<file path="config.mk">
export PLATFORM = sky130hd
export DESIGN_NAME = fetch_stage
export DESIGN_NICKNAME = d
export VERILOG_FILES = /design/src/rtl/mips_pkg.sv /design/src/rtl/if_id_register.sv /design/src/rtl/fetch_stage.sv
export SDC_FILE = /design/constraint.sdc
export NUM_CORES = 1
export LEC_CHECK = 0
export ABC_CLOCK_PERIOD_IN_PS = 2900
export CORE_MARGIN = 3
export CORE_UTILIZATION = 49
export CTS_CLUSTER_DIAMETER = 60
export DETAILED_ROUTE_END_ITERATION = 10
export GPL_TIMING_DRIVEN = 0
export PLACE_DENSITY = 0.81
export SLEW_MARGIN = 20
export SYNTH_ARGS = -nofsm -noshare
export SYNTH_HDL_FRONTEND = slang
export SYNTH_SLANG_ARGS = --single-unit
</file>
<file path="constraint.sdc">
create_clock -name CLk -period 2.9 [get_ports CLk]
set_clock_uncertainty 0.15 [all_clocks]
set_input_delay 0.58 -clock CLk [delete_from_list [all_inputs] [get_ports CLk]]
set_output_delay 0.58 -clock CLk [all_outputs]
set_load 0.01 [all_outputs]
</file>
<file path="src/rtl/mips_pkg.sv">
// Shared types and constants for the MIPS pipeline front end.
package mips_pkg;

  // Fetch controller states.
  //   REQ   : request pulse issued at PcF this cycle
  //   WAIT  : request outstanding, waiting for the response
  //   HOLD  : response parked in the buffer while decode is stalled
  //   DRAIN : wrong-path response still outstanding, will be dropped
  typedef enum logic [1:0] {
    REQ   = 2'd0,
    WAIT  = 2'd1,
    HOLD  = 2'd2,
    DRAIN = 2'd3
  } fetch_state_t;

  localparam logic [31:0] NOP_INSTR = 32'h0000_0000;  // sll $0,$0,0
  localparam logic [31:0] PC_INC    = 32'd4;
  localparam int          IF_ID_W   = 64;             // {instr, pc_plus4}

  // Jump-target field slices: upper PC bits come from PC+4, the word
  // index comes from the instruction.
  localparam int JT_PC_MSB  = 31;
  localparam int JT_PC_LSB  = 28;
  localparam int JT_IDX_MSB = 25;
  localparam int JT_IDX_LSB = 0;

  // J-type target: {PC+4[31:28], instr_index, 2'b00}.
  function automatic logic [31:0] jump_target(input logic [31:0] pc_plus4,
                                              input logic [31:0] instr);
    return {pc_plus4[JT_PC_MSB:JT_PC_LSB], instr[JT_IDX_MSB:JT_IDX_LSB], 2'b00};
  endfunction

endpackage

</file>
<file path="src/rtl/if_id_register.sv">
// Pipeline register with load enable and synchronous clear-to-bubble.
// Also intended for reuse as the ID/EX register.
module if_id_register
  import mips_pkg::*;
#(
  parameter int              W       = IF_ID_W,
  parameter logic [W-1:0]    CLR_VAL = '0
) (
  input  logic         clk,
  input  logic         rst_n,
  input  logic         i_en,
  input  logic         i_clr,
  input  logic [W-1:0] i_d,
  output logic [W-1:0] o_q
);

  logic [W-1:0] r_q;

  // Reset and clear both load the bubble value; clear only acts when enabled.
  always_ff @(posedge clk) begin
    if (!rst_n) begin
      r_q <= CLR_VAL;
    end else if (i_en) begin
      r_q <= i_clr ? CLR_VAL : i_d;
    end
  end

  assign o_q = r_q;

endmodule

</file>
<file path="src/rtl/fetch_stage.sv">
// Instruction fetch stage plus IF/ID register.
//
// Instruction memory handshake: ImemReq is a one-cycle pulse carrying
// ImemAddr; memory answers with exactly one ImemValid strobe (with ImemRdata)
// one or more cycles later, in order, and never has more than one access
// outstanding. There is no ready signal: the fetch side never issues a new
// request until the previous response has been seen, so the memory can
// always accept. A response that arrives after a redirect is consumed
// (DRAIN) but never forwarded to decode.
module fetch_stage
  import mips_pkg::fetch_state_t, mips_pkg::REQ, mips_pkg::WAIT,
         mips_pkg::HOLD, mips_pkg::DRAIN, mips_pkg::PC_INC,
         mips_pkg::IF_ID_W, mips_pkg::jump_target;
#(
  parameter logic [31:0] RESET_PC  = 32'h0000_0000,
  parameter logic [31:0] NOP_INSTR = 32'h0000_0000
) (
  input  logic         CLk,
  input  logic         Reset,
  input  logic         StallD,
  input  logic [1:0]   PcScrD,
  input  logic [31:0]  PcBranchD,
  output logic         ImemReq,
  output logic [31:0]  ImemAddr,
  input  logic [31:0]  ImemRdata,
  input  logic         ImemValid,
  output logic [31:0]  InstrD,
  output logic [31:0]  PcPlus4D,
  output logic         FetchBusyF,
  output fetch_state_t o_state
);

  fetch_state_t r_state;
  fetch_state_t w_state_nxt;
  logic [31:0]  r_pc;
  logic [31:0]  r_buf_instr;
  logic [31:0]  w_pc_nxt;
  logic [31:0]  w_target;
  logic [31:0]  w_fetched;
  logic         w_redirect;
  logic         w_avail;
  logic         w_if_id_en;
  logic         w_if_id_clr;
  logic [IF_ID_W-1:0] w_if_id_d;
  logic [IF_ID_W-1:0] w_if_id_q;

  // A redirect is only honoured when decode is not stalled; a stalled
  // branch/jump will be re-presented once the stall clears.
  assign w_redirect = (PcScrD != 2'b00) && !StallD;
  assign w_target   = PcScrD[1] ? jump_target(PcPlus4D, InstrD) : PcBranchD;
  assign w_avail    = ((r_state == WAIT) && ImemValid) || (r_state == HOLD);
  assign w_fetched  = (r_state == HOLD) ? r_buf_instr : ImemRdata;

  // Next-state and next-PC selection, redirect first.
  always_comb begin
    w_state_nxt = r_state;
    w_pc_nxt    = r_pc;
    if (w_redirect) begin
      w_pc_nxt = w_target;
      case (r_state)
        REQ:     w_state_nxt = DRAIN;
        WAIT:    w_state_nxt = ImemValid ? REQ : DRAIN;
        HOLD:    w_state_nxt = REQ;
        DRAIN:   w_state_nxt = ImemValid ? REQ : DRAIN;
        default: w_state_nxt = REQ;
      endcase
    end else if (w_avail) begin
      if (!StallD) begin
        w_pc_nxt    = r_pc + PC_INC;
        w_state_nxt = REQ;
      end else begin
        w_state_nxt = HOLD;
      end
    end else begin
      case (r_state)
        REQ:     w_state_nxt = WAIT;
        DRAIN:   w_state_nxt = ImemValid ? REQ : DRAIN;
        default: w_state_nxt = r_state;
      endcase
    end
  end

  // State, PC and stall buffer registers.
  always_ff @(posedge CLk) begin
    if (!Reset) begin
      r_state     <= REQ;
      r_pc        <= RESET_PC;
      r_buf_instr <= 32'h0;
    end else begin
      r_state <= w_state_nxt;
      r_pc    <= w_pc_nxt;
      if ((r_state == WAIT) && ImemValid && StallD) begin
        r_buf_instr <= ImemRdata;
      end
    end
  end

  // IF/ID loads whenever decode is free; it gets a bubble unless a real
  // instruction is available and no redirect is flushing it.
  assign w_if_id_en  = !StallD || w_redirect;
  assign w_if_id_clr = w_redirect || !w_avail;
  assign w_if_id_d   = {w_fetched, r_pc + PC_INC};

  if_id_register #(
    .W       (IF_ID_W),
    .CLR_VAL ({NOP_INSTR, 32'h0000_0000})
  ) u_if_id (
    .clk   (CLk),
    .rst_n (Reset),
    .i_en  (w_if_id_en),
    .i_clr (w_if_id_clr),
    .i_d   (w_if_id_d),
    .o_q   (w_if_id_q)
  );

  assign InstrD     = w_if_id_q[63:32];
  assign PcPlus4D   = w_if_id_q[31:0];
  assign ImemReq    = (r_state == REQ) && Reset;
  assign ImemAddr   = r_pc;
  assign FetchBusyF = !w_avail;
  assign o_state    = r_state;

endmodule

</file>
==> results.sh <==
export IMPL_fp_coreArea_um2=12200
export IMPL_ratio_of_final_minimum_period_to_clock_period=0.988
export IMPL_worst_path_max_fanout=10
export IMPL_post_layout_nonfiller_instances=1152
export IMPL_worst_r2r_path_depth=9
export IMPL_rsz0062_at_grt="true"
export IMPL_fmax_ghz=0.349
export IMPL_yosys_top_cells_count="130 x dfxtp_1, 121 x nand2_1, 109 x nor2_1"
export IMPL_endpoint="ImemReq"
export IMPL_placer_congestion_estimate=0.958
export IMPL_cts_root_buffer_cell="clkbuf_16"
export IMPL_final_max_slew_viol_count=0
export IMPL_hpwlAfterDp_mm=15.3
export IMPL_std_cell_rows=40
export IMPL_drc_errors_left=0
export IMPL_postSynth_asyncResetShare=0
export IMPL_grt_antenna_before_repair=0
export IMPL_worst_slew_pin_slew_ns=0.782
export IMPL_worst_setup_path_type="primary input to output port"
export IMPL_grt_use_total=0.290
export IMPL_cts_made_buffers=17
export IMPL_run_status="complete, no violations"
export IMPL_min_period_ns=2.87
export IMPL_number_of_warning_messages_in_the_yosys_log=0
export IMPL_power_density_nw_per_um2=591
export IMPL_place_port_buffers=168
export IMPL_final_net_count=1046
export IMPL_syn_nets=859
export IMPL_leakage_nw=3.06
export IMPL_number_of_drc_markers_after_the_initial_detailed_route_iteration=506
export IMPL_crit_chain="clkdlybuf4s50_1 -> buf_2 -> and2_1 -> clkdlybuf4s50_1"
export IMPL_finalWirelength_mm=20.9
export IMPL_critical_path_arrival_ns=2.14
export IMPL_ir_drop_mv=0.396
export IMPL_worstSetupStartpoint="Reset"
export IMPL_synth_largest_area_cell="dfxtp_1"
export IMPL_top_level_ports=170
export IMPL_synthesis_area_per_instance_um2=7.95
export IMPL_globalRouteOverflowTotal=0
export IMPL_timing_critical_path_buf_inv=3
export IMPL_synthesis_instances=784
export IMPL_timing_critical_path_slowest_stage_cell="clkdlybuf4s50_1"
export IMPL_die_h_um=119
export IMPL_fp_dieArea_um2=14100
export IMPL_endpoint_type_of_the_worst_setup_path="output port"
export IMPL_detail_route_antenna_nets=0
export IMPL_synth_distinct_cells=53
export IMPL_path_clk_slew_ns=0.05
export IMPL_worstPathRequired_ns=2.17
export IMPL_routed_via_count=6555
export IMPL_floorplan_die_width_um=119
export IMPL_pin_count_of_the_biggest_net_entering_global_routing=17
export IMPL_dominantRegCellSynth="dfxtp_1"
export IMPL_slew_headroom=0.479
export IMPL_path_common_cell="clkdlybuf4s50_1"
export IMPL_yosys_cell_count_top_type="dfxtp_1"
export IMPL_drive_above_1_share=0.0539
export IMPL_max_clock_path_buffers=2
export IMPL_global_route_wire_length_before_repair_mm=32.5
export IMPL_max_cap_violations=0
export IMPL_floorplan_initialDensity=0.511
export IMPL_antenna_cells=0
export IMPL_postCtsSetupRepairBufs=0
export IMPL_area_growth_syn_to_layout_pct=39.6
export IMPL_finalHoldViolations=0
export IMPL_synth_cell_area_um2=6240
export IMPL_routed_via_density=5.69
export IMPL_routed_len_inst_um=18.2
export IMPL_h_tree_depth=4
export IMPL_tritoncts_clock_tree="yes"
export IMPL_clock_latency_ns=0.42
export IMPL_cp_slowest_stage_delay_ns=0.55
export IMPL_worstHoldPathType="flop to flop"
export IMPL_synth_top_cells_by_area="dfxtp_1 42%, mux2i_1 8.2%, a21oi_1 8.0%"
export IMPL_placed_cells_incl_taps=1120
export IMPL_crit_reg2reg_capture="ImemAddr[28]"
export IMPL_synth_top_area_frac=0.417
export IMPL_drt_pre_antenna_iters=5
export IMPL_yosys_register_bits=130
export IMPL_total_setup_violations_reported_at_the_end_of_the_flow=0
export IMPL_crit_cells=4
export IMPL_via_count_of_the_first_global_routing_pass=6154
export IMPL_crit_reg2reg_launch="o_state[0]"
export IMPL_cpLargestDelayFamily="buffers and inverters"
export IMPL_synth_edff_count=0
export IMPL_numClockSinks=130
export IMPL_kind_of_launch_point_of_the_worst_setup_path="primary input"
export IMPL_placed_area_um2=8130
export IMPL_design_area_um2=8710
export IMPL_yosysSeqAreaShare=0.417
export IMPL_rrSetupSlack_ns=0.17
[where the power goes]
part | internal (mW) | switching, mW
registers | 1.87 | 0.0904
logic | 0.484 | 0.616
clock network | 1.33 | 0.755
[worst reg2reg max path, cell delays in order, from the launching register on]
cell	delay, ns
dfxtp_1	0.42
inv_1	0.11
ha_1	0.20
buf_2	0.19
a21oi_4	0.28
a21o_1	0.31
clkbuf_1	0.56
o2bb2ai_1	0.18
nand2_1	0.09
o311ai_1	0.12
[flip-flops by register name (all words and copies together), names as in the netlist]
| signal | cells |
|---|---|
| o_state | 2 |
| r_buf_instr | 32 |
| u_if_id.o_q | 64 |
| ImemAddr | 32 |
[metrics by stage]
| stage | TNS (ns) | power (mW) | worst slack, ns | utilization | hold WS (ns) |
|---|---|---|---|---|---|
| 6_report | 0 | 5.15 | 0.0335 | 0.713 | 0.290 |
| 4_1_cts | 0 | 5.14 | 0.0550 | 0.713 | 0.296 |
| 2_1_floorplan | 0 | 2.63 | 0.643 | - | 0.286 |
| 3_5_place_dp | -1.23 | 3.07 | -0.201 | 0.666 | 0.289 |
| 5_1_grt | -0.0137 | 5.34 | -0.0137 | 0.713 | 0.313 |
| 3_3_place_gp | -1.05 | 3.05 | -0.196 | 0.666 | 0.285 |
[cell type report]
type | count | area [um2]
Fill cell | 987 | 3510
Multi-Input combinational cell | 588 | 3380
Inverter | 5 | 18.8
Tap cell | 168 | 210
Sequential cell | 130 | 2600
Clock inverter | 5 | 75.1
Buffer | 61 | 246
Clock buffer | 27 | 493
Timing Repair Buffer | 168 | 1680
[timing repair]
item | 4_1_cts | 5_1_grt
setup endpoints to repair | 2 | 2
gates resized for setup | 3 | 2
hold buffers | 0 | 0
[logic make-up (layout without fill, tap and decap cells)]
family / count (synthesis) / in the layout / share of synthesized area
simple gates: 308 / 308 / 0.226
flops: 130 / 130 / 0.417
buf+inv: 66 / 266 / 0.0423
mux: 53 / 53 / 0.0855
fa+ha+maj: 5 / 5 / 0.0100
xor+xnor: 27 / 27 / 0.0379
compound gates: 195 / 195 / 0.181
[worst min-delay path by stage]
| stage | startpoint | to | slack, ns | depth (start not counted) |
|---|---|---|---|---|
| CTS | u_if_id.o_q[14] | u_if_id.o_q[14] | 0.30 | 2 |
| global placement | u_if_id.o_q[14] | u_if_id.o_q[14] | 0.29 | 2 |
| detailed placement | u_if_id.o_q[14] | u_if_id.o_q[14] | 0.29 | 2 |
| global route | u_if_id.o_q[14] | u_if_id.o_q[14] | 0.31 | 2 |
| finish | u_if_id.o_q[24] | u_if_id.o_q[24] | 0.29 | 2 |
| floorplan | r_buf_instr[0] | r_buf_instr[0] | 0.29 | 2 |
[per-layer routing]
layer	wire length, um	track usage
met1	8330	0.357
met2	10000	0.473
met3	1920	0.0821
met4	652	0.129
met5	0	0
[cell usage in the layout, fill, tap and decap left out, types with 3 or more instances in the layout]
cell	n
a31oi_1	8
o31a_1	5
buf_1	7
nand3b_1	5
nand3_1	15
o21ai_1	27
o32a_1	3
clkbuf_16	17
and2_1	3
xor2_1	21
xnor2_1	6
clkinv_2	3
a22oi_1	12
nand4_1	14
inv_1	4
nand2_1	120
nor3_1	7
a21o_1	4
o2bb2ai_1	3
ha_1	5
o211ai_1	3
clkdlybuf4s50_1	167
clkbuf_8	3
clkbuf_1	47
a21oi_1	100
nor2_1	109
dfxtp_1	130
and3_1	10
o21ai_0	13
buf_2	14
or3_1	4
nor4_1	4
o22ai_1	5
mux2i_1	51
No activity file was read; power rests on OpenSTA's default activity.
